`src/rtl/mem_stage_pkg.sv`:
```
// Shared types and constants for the MEM pipeline stage.
package mem_stage_pkg;

  localparam int unsigned MEM_XLEN    = 64;
  localparam int unsigned MEM_TIMEOUT = 16;
  localparam int unsigned RD_W        = 5;

  // Memory access FSM: idle/first cycle of an access, or waiting for ack
  typedef enum logic [0:0] {
    IDLE = 1'b0,
    WAIT = 1'b1
  } mem_state_t;

  // Bubble values written into the MEM/WB control fields
  localparam logic            NOP_CTRL = 1'b0;
  localparam logic [RD_W-1:0] NOP_RD   = '0;

endpackage

```
`src/rtl/mem_stage_memwb_reg.sv`:
```
// MEM/WB pipeline register. A bubble clears the control fields and rd while the
// data fields hold; read data only updates when a load completes.
module memwb_reg
  import mem_stage_pkg::*;
#(
  parameter int unsigned XLEN = MEM_XLEN
) (
  input  logic            clk,
  input  logic            rst,
  input  logic            bubble,
  input  logic            load_done,
  input  logic            mem_to_reg_in,
  input  logic            reg_write_in,
  input  logic [RD_W-1:0] rd_in,
  input  logic [XLEN-1:0] alu_result_in,
  input  logic [XLEN-1:0] rdata_in,
  output logic            mem_to_reg_out,
  output logic            reg_write_out,
  output logic [RD_W-1:0] rd_out,
  output logic [XLEN-1:0] alu_result_out,
  output logic [XLEN-1:0] read_data_out
);

  logic            mem_to_reg_q, mem_to_reg_d;
  logic            reg_write_q,  reg_write_d;
  logic [RD_W-1:0] rd_q,         rd_d;
  logic [XLEN-1:0] alu_result_q, alu_result_d;
  logic [XLEN-1:0] read_data_q,  read_data_d;

  // Next-state: bubble or capture the EX/MEM payload
  always_comb begin
    mem_to_reg_d = NOP_CTRL;
    reg_write_d  = NOP_CTRL;
    rd_d         = NOP_RD;
    alu_result_d = alu_result_q;
    read_data_d  = read_data_q;
    if (!bubble) begin
      mem_to_reg_d = mem_to_reg_in;
      reg_write_d  = reg_write_in;
      rd_d         = rd_in;
      alu_result_d = alu_result_in;
      if (load_done) begin
        read_data_d = rdata_in;
      end
    end
  end

  // Register update with synchronous reset
  always_ff @(posedge clk) begin
    if (rst) begin
      mem_to_reg_q <= 1'b0;
      reg_write_q  <= 1'b0;
      rd_q         <= '0;
      alu_result_q <= '0;
      read_data_q  <= '0;
    end else begin
      mem_to_reg_q <= mem_to_reg_d;
      reg_write_q  <= reg_write_d;
      rd_q         <= rd_d;
      alu_result_q <= alu_result_d;
      read_data_q  <= read_data_d;
    end
  end

  assign mem_to_reg_out = mem_to_reg_q;
  assign reg_write_out  = reg_write_q;
  assign rd_out         = rd_q;
  assign alu_result_out = alu_result_q;
  assign read_data_out  = read_data_q;

endmodule

```
`src/rtl/mem_stage.sv`:
```
// MEM pipeline stage: data-memory req/ack access with wait-state stall and
// timeout abort, branch resolution, and the MEM/WB register.
// Optional macro MEM_ALIGN_CHECK_EN: misaligned accesses (addr[2:0] != 0) are
// rejected with a bus_err pulse and a MEM/WB bubble instead of reaching memory.
module mem_stage
  import mem_stage_pkg::*;
#(
  parameter int unsigned XLEN    = MEM_XLEN,
  parameter int unsigned TIMEOUT = MEM_TIMEOUT
) (
  input  logic            clk,
  input  logic            rst,
  input  logic            mem_to_reg_d3,
  input  logic            reg_write_d3,
  input  logic            branch_d3,
  input  logic            mem_read_d3,
  input  logic            mem_write_d3,
  input  logic [XLEN-1:0] pc_branch_d3,
  input  logic [XLEN-1:0] alu_result_d3,
  input  logic            alu_zero_d3,
  input  logic [XLEN-1:0] rs2_data_d3,
  input  logic [RD_W-1:0] rd_d3,
  output logic            dmem_req,
  output logic            dmem_we,
  output logic [XLEN-1:0] dmem_addr,
  output logic [XLEN-1:0] dmem_wdata,
  input  logic            dmem_ack,
  input  logic [XLEN-1:0] dmem_rdata,
  output logic            stall,
  output logic            pc_src,
  output logic [XLEN-1:0] pc_target,
  output logic            bus_err,
  output logic            mem_to_reg_d4,
  output logic            reg_write_d4,
  output logic [XLEN-1:0] read_data_d4,
  output logic [XLEN-1:0] alu_result_d4,
  output logic [RD_W-1:0] rd_d4
);

  localparam int unsigned CNT_W = $clog2(TIMEOUT + 1);

  mem_state_t       state_q, state_d;
  logic [CNT_W-1:0] cnt_q,   cnt_d;
  logic             mem_op;
  logic             misalign;
  logic             done;
  logic             timeout;
  logic             bubble;
  logic             load_done;

  assign mem_op = mem_read_d3 | mem_write_d3;

`ifdef MEM_ALIGN_CHECK_EN
  assign misalign = mem_op & (alu_result_d3[2:0] != 3'b000);
`else
  assign misalign = 1'b0;
`endif

  // Access FSM next-state, wait counter and request; reset blanks the request
  always_comb begin
    state_d  = state_q;
    cnt_d    = cnt_q;
    dmem_req = 1'b0;
    done     = 1'b0;
    timeout  = 1'b0;
    if (!rst) begin
      case (state_q)
        IDLE: begin
          if (mem_op && !misalign) begin
            dmem_req = 1'b1;
            if (dmem_ack) begin
              done = 1'b1;
            end else begin
              state_d = WAIT;
              cnt_d   = CNT_W'(1);
            end
          end
        end
        WAIT: begin
          dmem_req = 1'b1;
          if (dmem_ack) begin
            // ack on the final counted cycle still counts as success
            done    = 1'b1;
            state_d = IDLE;
            cnt_d   = '0;
          end else if (cnt_q == CNT_W'(TIMEOUT)) begin
            timeout = 1'b1;
            state_d = IDLE;
            cnt_d   = '0;
          end else begin
            cnt_d = cnt_q + CNT_W'(1);
          end
        end
        default: begin
          state_d = IDLE;
          cnt_d   = '0;
        end
      endcase
    end
  end

  // FSM state and wait counter registers
  always_ff @(posedge clk) begin
    if (rst) begin
      state_q <= IDLE;
      cnt_q   <= '0;
    end else begin
      state_q <= state_d;
      cnt_q   <= cnt_d;
    end
  end

  assign dmem_we    = dmem_req & mem_write_d3;
  assign dmem_addr  = alu_result_d3;
  assign dmem_wdata = rs2_data_d3;

  assign stall   = dmem_req & ~done & ~timeout;
  assign bus_err = ~rst & (timeout | misalign);

  // Branches carry no memory op, so resolution is never held by stall
  assign pc_src    = branch_d3 & alu_zero_d3;
  assign pc_target = pc_branch_d3;

  // A write with mem_read also set is treated purely as a write
  assign bubble    = stall | timeout | misalign;
  assign load_done = done & mem_read_d3 & ~mem_write_d3;

  memwb_reg #(
    .XLEN(XLEN)
  ) u_memwb_reg (
    .clk           (clk),
    .rst           (rst),
    .bubble        (bubble),
    .load_done     (load_done),
    .mem_to_reg_in (mem_to_reg_d3),
    .reg_write_in  (reg_write_d3),
    .rd_in         (rd_d3),
    .alu_result_in (alu_result_d3),
    .rdata_in      (dmem_rdata),
    .mem_to_reg_out(mem_to_reg_d4),
    .reg_write_out (reg_write_d4),
    .rd_out        (rd_d4),
    .alu_result_out(alu_result_d4),
    .read_data_out (read_data_d4)
  );

endmodule

```
`config.mk`:
```
export PLATFORM = sky130hd
export DESIGN_NAME = mem_stage
export DESIGN_NICKNAME = d
export VERILOG_FILES = /design/src/rtl/mem_stage_pkg.sv /design/src/rtl/mem_stage_memwb_reg.sv /design/src/rtl/mem_stage.sv
export SDC_FILE = /design/constraint.sdc
export NUM_CORES = 1
export LEC_CHECK = 0
export CAP_MARGIN = 0
export CORE_AREA = 2 2 237 239
export DETAILED_ROUTE_END_ITERATION = 6
export DIE_AREA = 0 0 239 241
export MAX_ROUTING_LAYER = met4
export PLACE_DENSITY_LB_ADDON = 0.25
export REMOVE_ABC_BUFFERS = 1
export SLEW_MARGIN = 40
export SYNTH_ARGS = -nofsm -noshare
export SYNTH_HDL_FRONTEND = slang
export SYNTH_SLANG_ARGS = --single-unit
export TNS_END_PERCENT = 30
```
`constraint.sdc`:
```
create_clock -name clk -period 2.1 [get_ports clk]
set_clock_uncertainty 0.1 [all_clocks]
set_input_delay 0.63 -clock clk [delete_from_list [all_inputs] [get_ports clk]]
set_output_delay 0.63 -clock clk [all_outputs]
set_load 0.01 [all_outputs]
```
Yosys cells after proc, flatten, opt, wreduce, memory -nomap -nowiden --
Index checks and enable logic that the tools add are counted.
Storage, ports and cells: bits of input ports 270, output and inout port bits 332, register bits after elaboration 141
Operators by class: mux-type cells 21, bitwise operators 15, equal/unequal tests 3, $add $sub $neg 1, reductions and logical operators 3
Operators by type and width (count):
- $mux W5 | 4
- $mux W1 | 13
- $pmux W5 S2 | 1
- $and A1 B1 Y1 | 7
- $not A1 Y1 | 6
- $pmux W1 S2 | 3
- $add A5 B1 Y5 const B | 1
- $eq A5 B5 Y1 const B | 1
- $ne A2 B2 Y1 const B | 2
- $reduce_and A2 Y1 | 2
- $or A1 B1 Y1 | 2
- $reduce_or A2 Y1 | 1

Logic depth before layout (Yosys ltp) --
word-level depth 10, gate-level depth with buffers 6

By module --
Synthesis repeated with hierarchy kept, for this count alone.
Unflattened totals: cell total of the unflattened synthesis 753, area total of the unflattened synthesis 7219.4 µm²
By module, submodules not included:
- memwb_reg | cells an instance 513, times used 1, area an instance 5396.4 µm², seq. area each 2702.6 µm²
- mem_stage | cells an instance 240, times used 1, area an instance 1823.0 µm², seq. area each 120.1 µm²

Least setup slack after synthesis --
No wires, ideal clock.
kind input -> output, start point in dmem_ack, end point out bus_err, setup slack -0.234 ns, data required time 1.370 ns, arrival time 1.604 ns, cell stages on the path 4, cell sequence buf_2 -> buf_2 -> buf_1 -> nor4_1
Between the ends: cells in the longest elaborated chain, start to end 4
Ends and longest elaborated chain:
- start: declaration | line mem_stage.sv:27 | input logic dmem_ack,
- $mux W1 | line mem_stage.sv:81 | if (dmem_ack) begin
- $mux W1 | line mem_stage.sv:67 | case (state_q)
- $mux W1 | line mem_stage.sv:66 | if (!rst) begin
- $and A1 B1 Y1 | line mem_stage.sv:118 | assign bus_err = ~rst & (timeout | misalign);
- end: declaration | line mem_stage.sv:32 | output logic bus_err,
Every way passes these cells.

Final worst setup path --
start point reg cnt_q[0], end point out stall
Between the ends: cells in the longest elaborated chain, start to end 7
Ends and longest elaborated chain:
- start: declaration | line mem_stage.sv:43 | logic [CNT_W-1:0] cnt_q, cnt_d;
- start signal: assignment | line mem_stage.sv:109 | cnt_q <= cnt_d;
- $eq A5 B5 Y1 | line mem_stage.sv:86 | end else if (cnt_q == CNT_W'(TIMEOUT)) begin
- $mux W1 | line mem_stage.sv:86
- $mux W1 | line mem_stage.sv:81
- $mux W1 | line mem_stage.sv:67
- $mux W1 | line mem_stage.sv:66
- $not A1 Y1 | line mem_stage.sv:117 | assign stall = dmem_req & ~done & ~timeout;
- $and A1 B1 Y1 | line mem_stage.sv:117
- end: declaration | line mem_stage.sv:29 | output logic stall,
Every way passes these cells.

==> metrics.md <==
| Metric | Value |
|---|---|
| CTS tree | `yes` |
| Total Nets Final | `1321` |
| Area share of the largest cell type after synthesis | `0.4164` |
| Reg clk slew, reported paths | `0.06 ns` |
| Leading area contributor after synthesis | `dfxtp_1` |
| Row cnt | `86` |
| Worst-margin pin slew | `0.7161 ns` |
| Post-synth EDFFs | `0` |
| Pwr Density | `712.3 nW/µm²` |
| First-pass GRT wire length | `64.23 mm` |
| RSZ-0062 raised after global routing | `yes` |
| Max Freq | `0.4414 GHz` |
| Simple logic cell fraction of the synthesized area | `0.1833` |
| Worst R2R End | `u_memwb_reg.rd_out[1]` |
| DR DRC count | `0` |
| I/O pin cnt | `602` |
| Max Cap Viol | `0` |
| Xor/xnor cell area share of the yosys netlist | `0` |
| Final ANT Viol Nets | `0` |
| Post-CTS Hold Buffers | `0` |
| Layout area overhead | `55.85%` |
| Register-to-Register Path Depth | `6` |
| DR vias | `6695` |
| Fin crit share | `1.079` |
| Syn_area_per_cell | `8.227 µm²` |
| H-Tree Level Count | `4` |
| Syn. warnings | `0` |
| Startpoint type of the worst setup path | `register` |
| Design area | `10570 µm²` |
| Hold crit path type | `register to register` |
| Die W | `239 µm` |
| Clk Latency, worst-skew pair | `0.47 ns` |
| Worst setup EP type | `primary output` |
| Critical Path Source | `cnt_q[0]` |
| Placed cells | `1728` |
| Outcome | `finished, violations left` |
| Dpl cell area | `10220 µm²` |
| Most common cell in the synthesized netlist | `buf_4` |
| Post-DP HPWL | `41.17 mm` |
| Number of buffers and inverters on the critical path | `2` |
| Final WS setup | `-0.1655 ns` |
| Fin Setup TNS | `-0.2573 ns` |
| Initial antenna violation count | `1` |
| CP delay by family, top | `flip-flops` |
| Pwr Total | `7.525 mW` |
| Primary FF master, synth | `dfxtp_1` |
| Vias/cell | `3.791` |
| CP endpoint | `stall` |
| Final setup fails | `2` |
| Distinct cells, synth | `35` |
| Initial Util | `0.1235` |
| Slew margin rel. | `0.5226` |
| Crit path time final | `2.265 ns` |
| Seq cells post-synth | `141` |
| Total Routing Usage GR | `0.1782` |
| Peak fanout along the critical path | `4` |
| Height of the die | `241 µm` |
| DIE AREA | `57600 µm²` |
| Compound-cell area share of the yosys netlist | `0.1305` |
| Core Area | `54880 µm²` |
| GP Congestion | `0.8401` |
| Netlist Area Pre-Place | `6779 µm²` |
| Port Buffers | `345` |
| Slew Viols, Final | `0` |
| Largest family of logic cells by synthesized area | `buffers and inverters` |
| Post-synth top cells | `buf_4 (194), nand2_1 (193), dfxtp_1 (141)` |
| Avg WL per Cell | `28.46 µm` |
| ANT cells | `0` |
| Reg2reg start | `state_q` |
| Layout cell share with drive strength beyond 1 | `0.2128` |
| 1st-iter DRT viols | `263` |
| Violated checks | `negative setup slack` |
| WS Path Type | `register to primary output` |
| Cell count after synthesis | `824` |
| Area contributors post-synth | `dfxtp_1 (42%), buf_4 (21%), nand2_1 (11%)` |
| R2R setup slack | `0.27 ns` |
| Largest net degree at the start of global routing | `64` |
| DRT Pass-1 Iters | `6` |
| Async set-reset flop share out of synthesis | `0` |
| Crit path cell chain | `inv_2 -> ha_4 -> nand4bb_4 -> o31a_1 -> buf_2` |
| Crit path DAT | `1.54 ns` |
| Adder-Cell Fraction of Synth Area | `0.003691` |
| Sequential area share after synthesis | `0.4164` |
| Vias in the first global route | `6420` |
| Num CTS Buffers | `17` |
| Crit-path max cell delay | `0.32 ns` |
| CTS Root Cell | `clkbuf_16` |
| Fin cells | `1766` |
| Post-Route WL | `50.27 mm` |
| VDD IR max | `628.3 µV` |
| Clk buf depth | `2` |
| Clock Sink Count | `141` |
| GRT overflow | `0` |
| Levels on crit path | `5` |
| Hold Fails Final Rpt | `0` |
| CP required | `1.37 ns` |
| Leakage dissipation | `4.707 nW` |
| Slowest cell on the critical path | `dfxtp_2` |
| Post-synthesis mux area share | `0` |
## metal layers
layer	share of wire	global-route usage
met3	0.29	0.2487
met4	0.0081	0.03144
met5	0	-
met1	0.32	0.1481
met2	0.38	0.2304
## sequential cells by signal (all words and copies together), names as in the netlist
register	count
u_memwb_reg.rd_out	5
cnt_q	5
u_memwb_reg.mem_to_reg_out	1
u_memwb_reg.read_data_out	64
u_memwb_reg.alu_result_out	64
state_q	1
u_memwb_reg.reg_write_out	1
## what timing repair did
action,CTS,global route
resized for setup,364,38
pin swaps,2,1
endpoints found under the hold margin,0,0
setup endpoints to repair,210,44
buffers inserted,6,2
## worst register-to-register path: cells and delay by family (launching register included)
kind                   cells  cell delay (ns)
AO/OA/AOI/OAI              1             0.34
buffers and inverters      3             0.64
flip-flops                 1             0.36
AND/OR/NAND/NOR            2             0.34
## layout make-up
| type | instances | area, µm² |
|---|---|---|
| Fill cell | 6195 | 44310 |
| Inverter | 4 | 15.01 |
| Tap cell | 704 | 880.8 |
| Timing Repair Buffer | 457 | 3941 |
| Clock buffer | 20 | 456.7 |
| Sequential cell | 141 | 2828 |
| Clock inverter | 12 | 206.4 |
| Multi-Input combinational cell | 428 | 2237 |
## kinds of logic after synthesis
| group | count (synthesis) |
|---|---|
| simple gates | 287 |
| buf+inv | 255 |
| flops | 141 |
| compound gates | 139 |
| fa+ha+maj | 2 |
## where the power goes
group          switching [mW]  total (mW)  internal, mW
Combinational           0.540        1.14         0.596
Clock                    1.35        3.54          2.18
Sequential             0.0574        2.85          2.80
Total                    1.95        7.53          5.57
## per-stage QoR
stage	utilization	worst slack, ns	hold slack (ns)
after floorplan	-	-1.533	0.3430
after CTS	0.1958	-0.2359	0.3253
after detailed placement	0.1862	-0.7985	0.3405
final	0.1925	-0.1655	0.3435
after global routing	0.1925	-0.2683	0.3565
after global placement	0.1862	-0.8208	0.3355
## cells in the final DEF, fill, tap and decap left out, types with 2 or more instances in the layout
master / count
buf_2: 30
a21oi_1: 65
buf_4: 105
inv_2: 4
nand4bb_4: 2
clkdlybuf4s15_2: 12
clkbuf_8: 2
o211ai_1: 64
dlygate4sd2_1: 151
o31a_1: 2
nand3_1: 71
clkdlybuf4s15_1: 2
buf_12: 6
clkbuf_16: 17
nand2_1: 193
clkdlybuf4s50_1: 124
clkbuf_2: 22
inv_6: 3
bufinv_16: 5
clkinv_4: 2
and2_1: 8
nor2b_1: 2
nor2_4: 2
a31oi_1: 2
dfxtp_1: 139
buf_6: 3
## how the worst min path moves through the flow
stage | to | from | depth (start not counted)
2_1_floorplan | cnt_q[4] | cnt_q[4] | 1
3_3_place_gp | u_memwb_reg.alu_result_out[63] | u_memwb_reg.alu_result_out[63] | 2
3_5_place_dp | u_memwb_reg.alu_result_out[41] | u_memwb_reg.alu_result_out[41] | 2
4_1_cts | state_q | dmem_ack | 3
5_1_grt | state_q | dmem_ack | 3
6_report | u_memwb_reg.alu_result_out[43] | u_memwb_reg.alu_result_out[43] | 2
No activity file was read; power rests on OpenSTA's default activity.
==> patch, RTL diff (config.mk and constraints unchanged) <==
Register the output `bus_err`, with the module's reset; this adds one clock of latency there. The other outputs are not delayed to match.
--- a/src/rtl/mem_stage.sv
+++ b/src/rtl/mem_stage.sv
@@ -116,5 +116,11 @@
 
   assign stall   = dmem_req & ~done & ~timeout;
-  assign bus_err = ~rst & (timeout | misalign);
+  always_ff @(posedge clk) begin
+    if (rst) begin
+      bus_err <= '0;
+    end else begin
+      bus_err <= ~rst & (timeout | misalign);
+    end
+  end
 
   // Branches carry no memory op, so resolution is never held by stall
Behaviour: no difference found for any inputs over 4 cycles, from zero or initial values and one cycle with rst high; that may be too few to reach the edited logic, so the function may still have changed.
==> patch against the unedited design <==
Largest power group is now registers; design area rose by 0.66%; the flow still finishes with violations (setup timing); routed wire length rose by 1.7%; setup slack improved by 0.021 ns; sequential share of layout area barely moved; sequential cell count rose by 1; synthesized area rose by 0.35%; die area did not move; power fell by 8.0%; largest cell class unchanged.
==> patch: results (changes against the unedited design) <==
met3 global-route usage 24.2% (-0.70 points); Final WS setup -0.144 ns (+0.0212 ns); fraction of cell area in non-clock buffers 39.0% (+1.7 points); placer's final routability congestion estimate 0.846 (+0.71%); maximum number of pins on one net before global-route repair 71 (+11%); Worst Setup Slack post-DPL -0.797 ns (+0.00126 ns); run status finished with violations; leakage power summed over all cells 0.00471 uW (+0.13%); share of the synthesized area in compound gates (AO/OA/AOI/OAI) 13.0% (-0.046 points); aggregate global-route resource usage 18.0% (+0.21 points); synthesized area per cell 8.25 um2 (+0.23%); routed length on met1 17,100 um (+6.9%); Synth Register Bits 142 (+0.71%); largest cells by area after synthesis sky130_fd_sc_hd__dfxtp_1 (42%), sky130_fd_sc_hd__buf_4 (21%), sky130_fd_sc_hd__nand2_1 (11%); critical path peak fanout 2 (-2); Final HPWL DP 42,100 um (+2.4%); portion of the post-synthesis area used by sequential elements 41.8% (+0.15 points); number of fill cells 6,217 (+0.36%); Finish-stage setup viols 1 (-1); sequential cell area 2850 um2 (+0.66%); number of detailed-route iterations in the first pass 4 (-2); wire length of the first global-routing pass 64,700 um (+0.69%); Placed Instances 1,733 (+0.29%); amount of wire on met3 after detailed routing 14,300 um (-3.2%); clock-cell share of area 4.91% (-1.4 points); detailed-route wire length 51,100 um (+1.7%); failing checks setup timing
## patch: power by group
group          switching [uW]  internal (uW)  total, uW
registers                56.3           2820       2870
clock network            1270           1590       2850
logic                     555            639       1190
## patch: final timing paths
path,from,slack [ns],endpoint,depth (start not counted)
worst max register to register,cnt_q[0],0.06,cnt_q[0],13
worst max-delay path,cnt_q[0],-0.14,stall,5
worst min-delay path,u_memwb_reg.alu_result_out[24],0.34,u_memwb_reg.alu_result_out[24],2
worst min register to register,u_memwb_reg.alu_result_out[24],0.34,u_memwb_reg.alu_result_out[24],2
## patch: tightest hold or removal path, cell delays in order, from the launching register on
cell	delay, ns
sky130_fd_sc_hd__dfxtp_1	0.30
sky130_fd_sc_hd__nand3_1	0.06
sky130_fd_sc_hd__nand2_1	0.04
## patch: what timing repair did
| item | 4_1_cts | 5_1_grt |
|---|---|---|
| setup endpoints to repair | 207 | 41 |
| hold buffers | 0 | 0 |
| resized for setup | 353 | 34 |
| pin swaps | 3 | 4 |
| setup buffers | 14 | 1 |
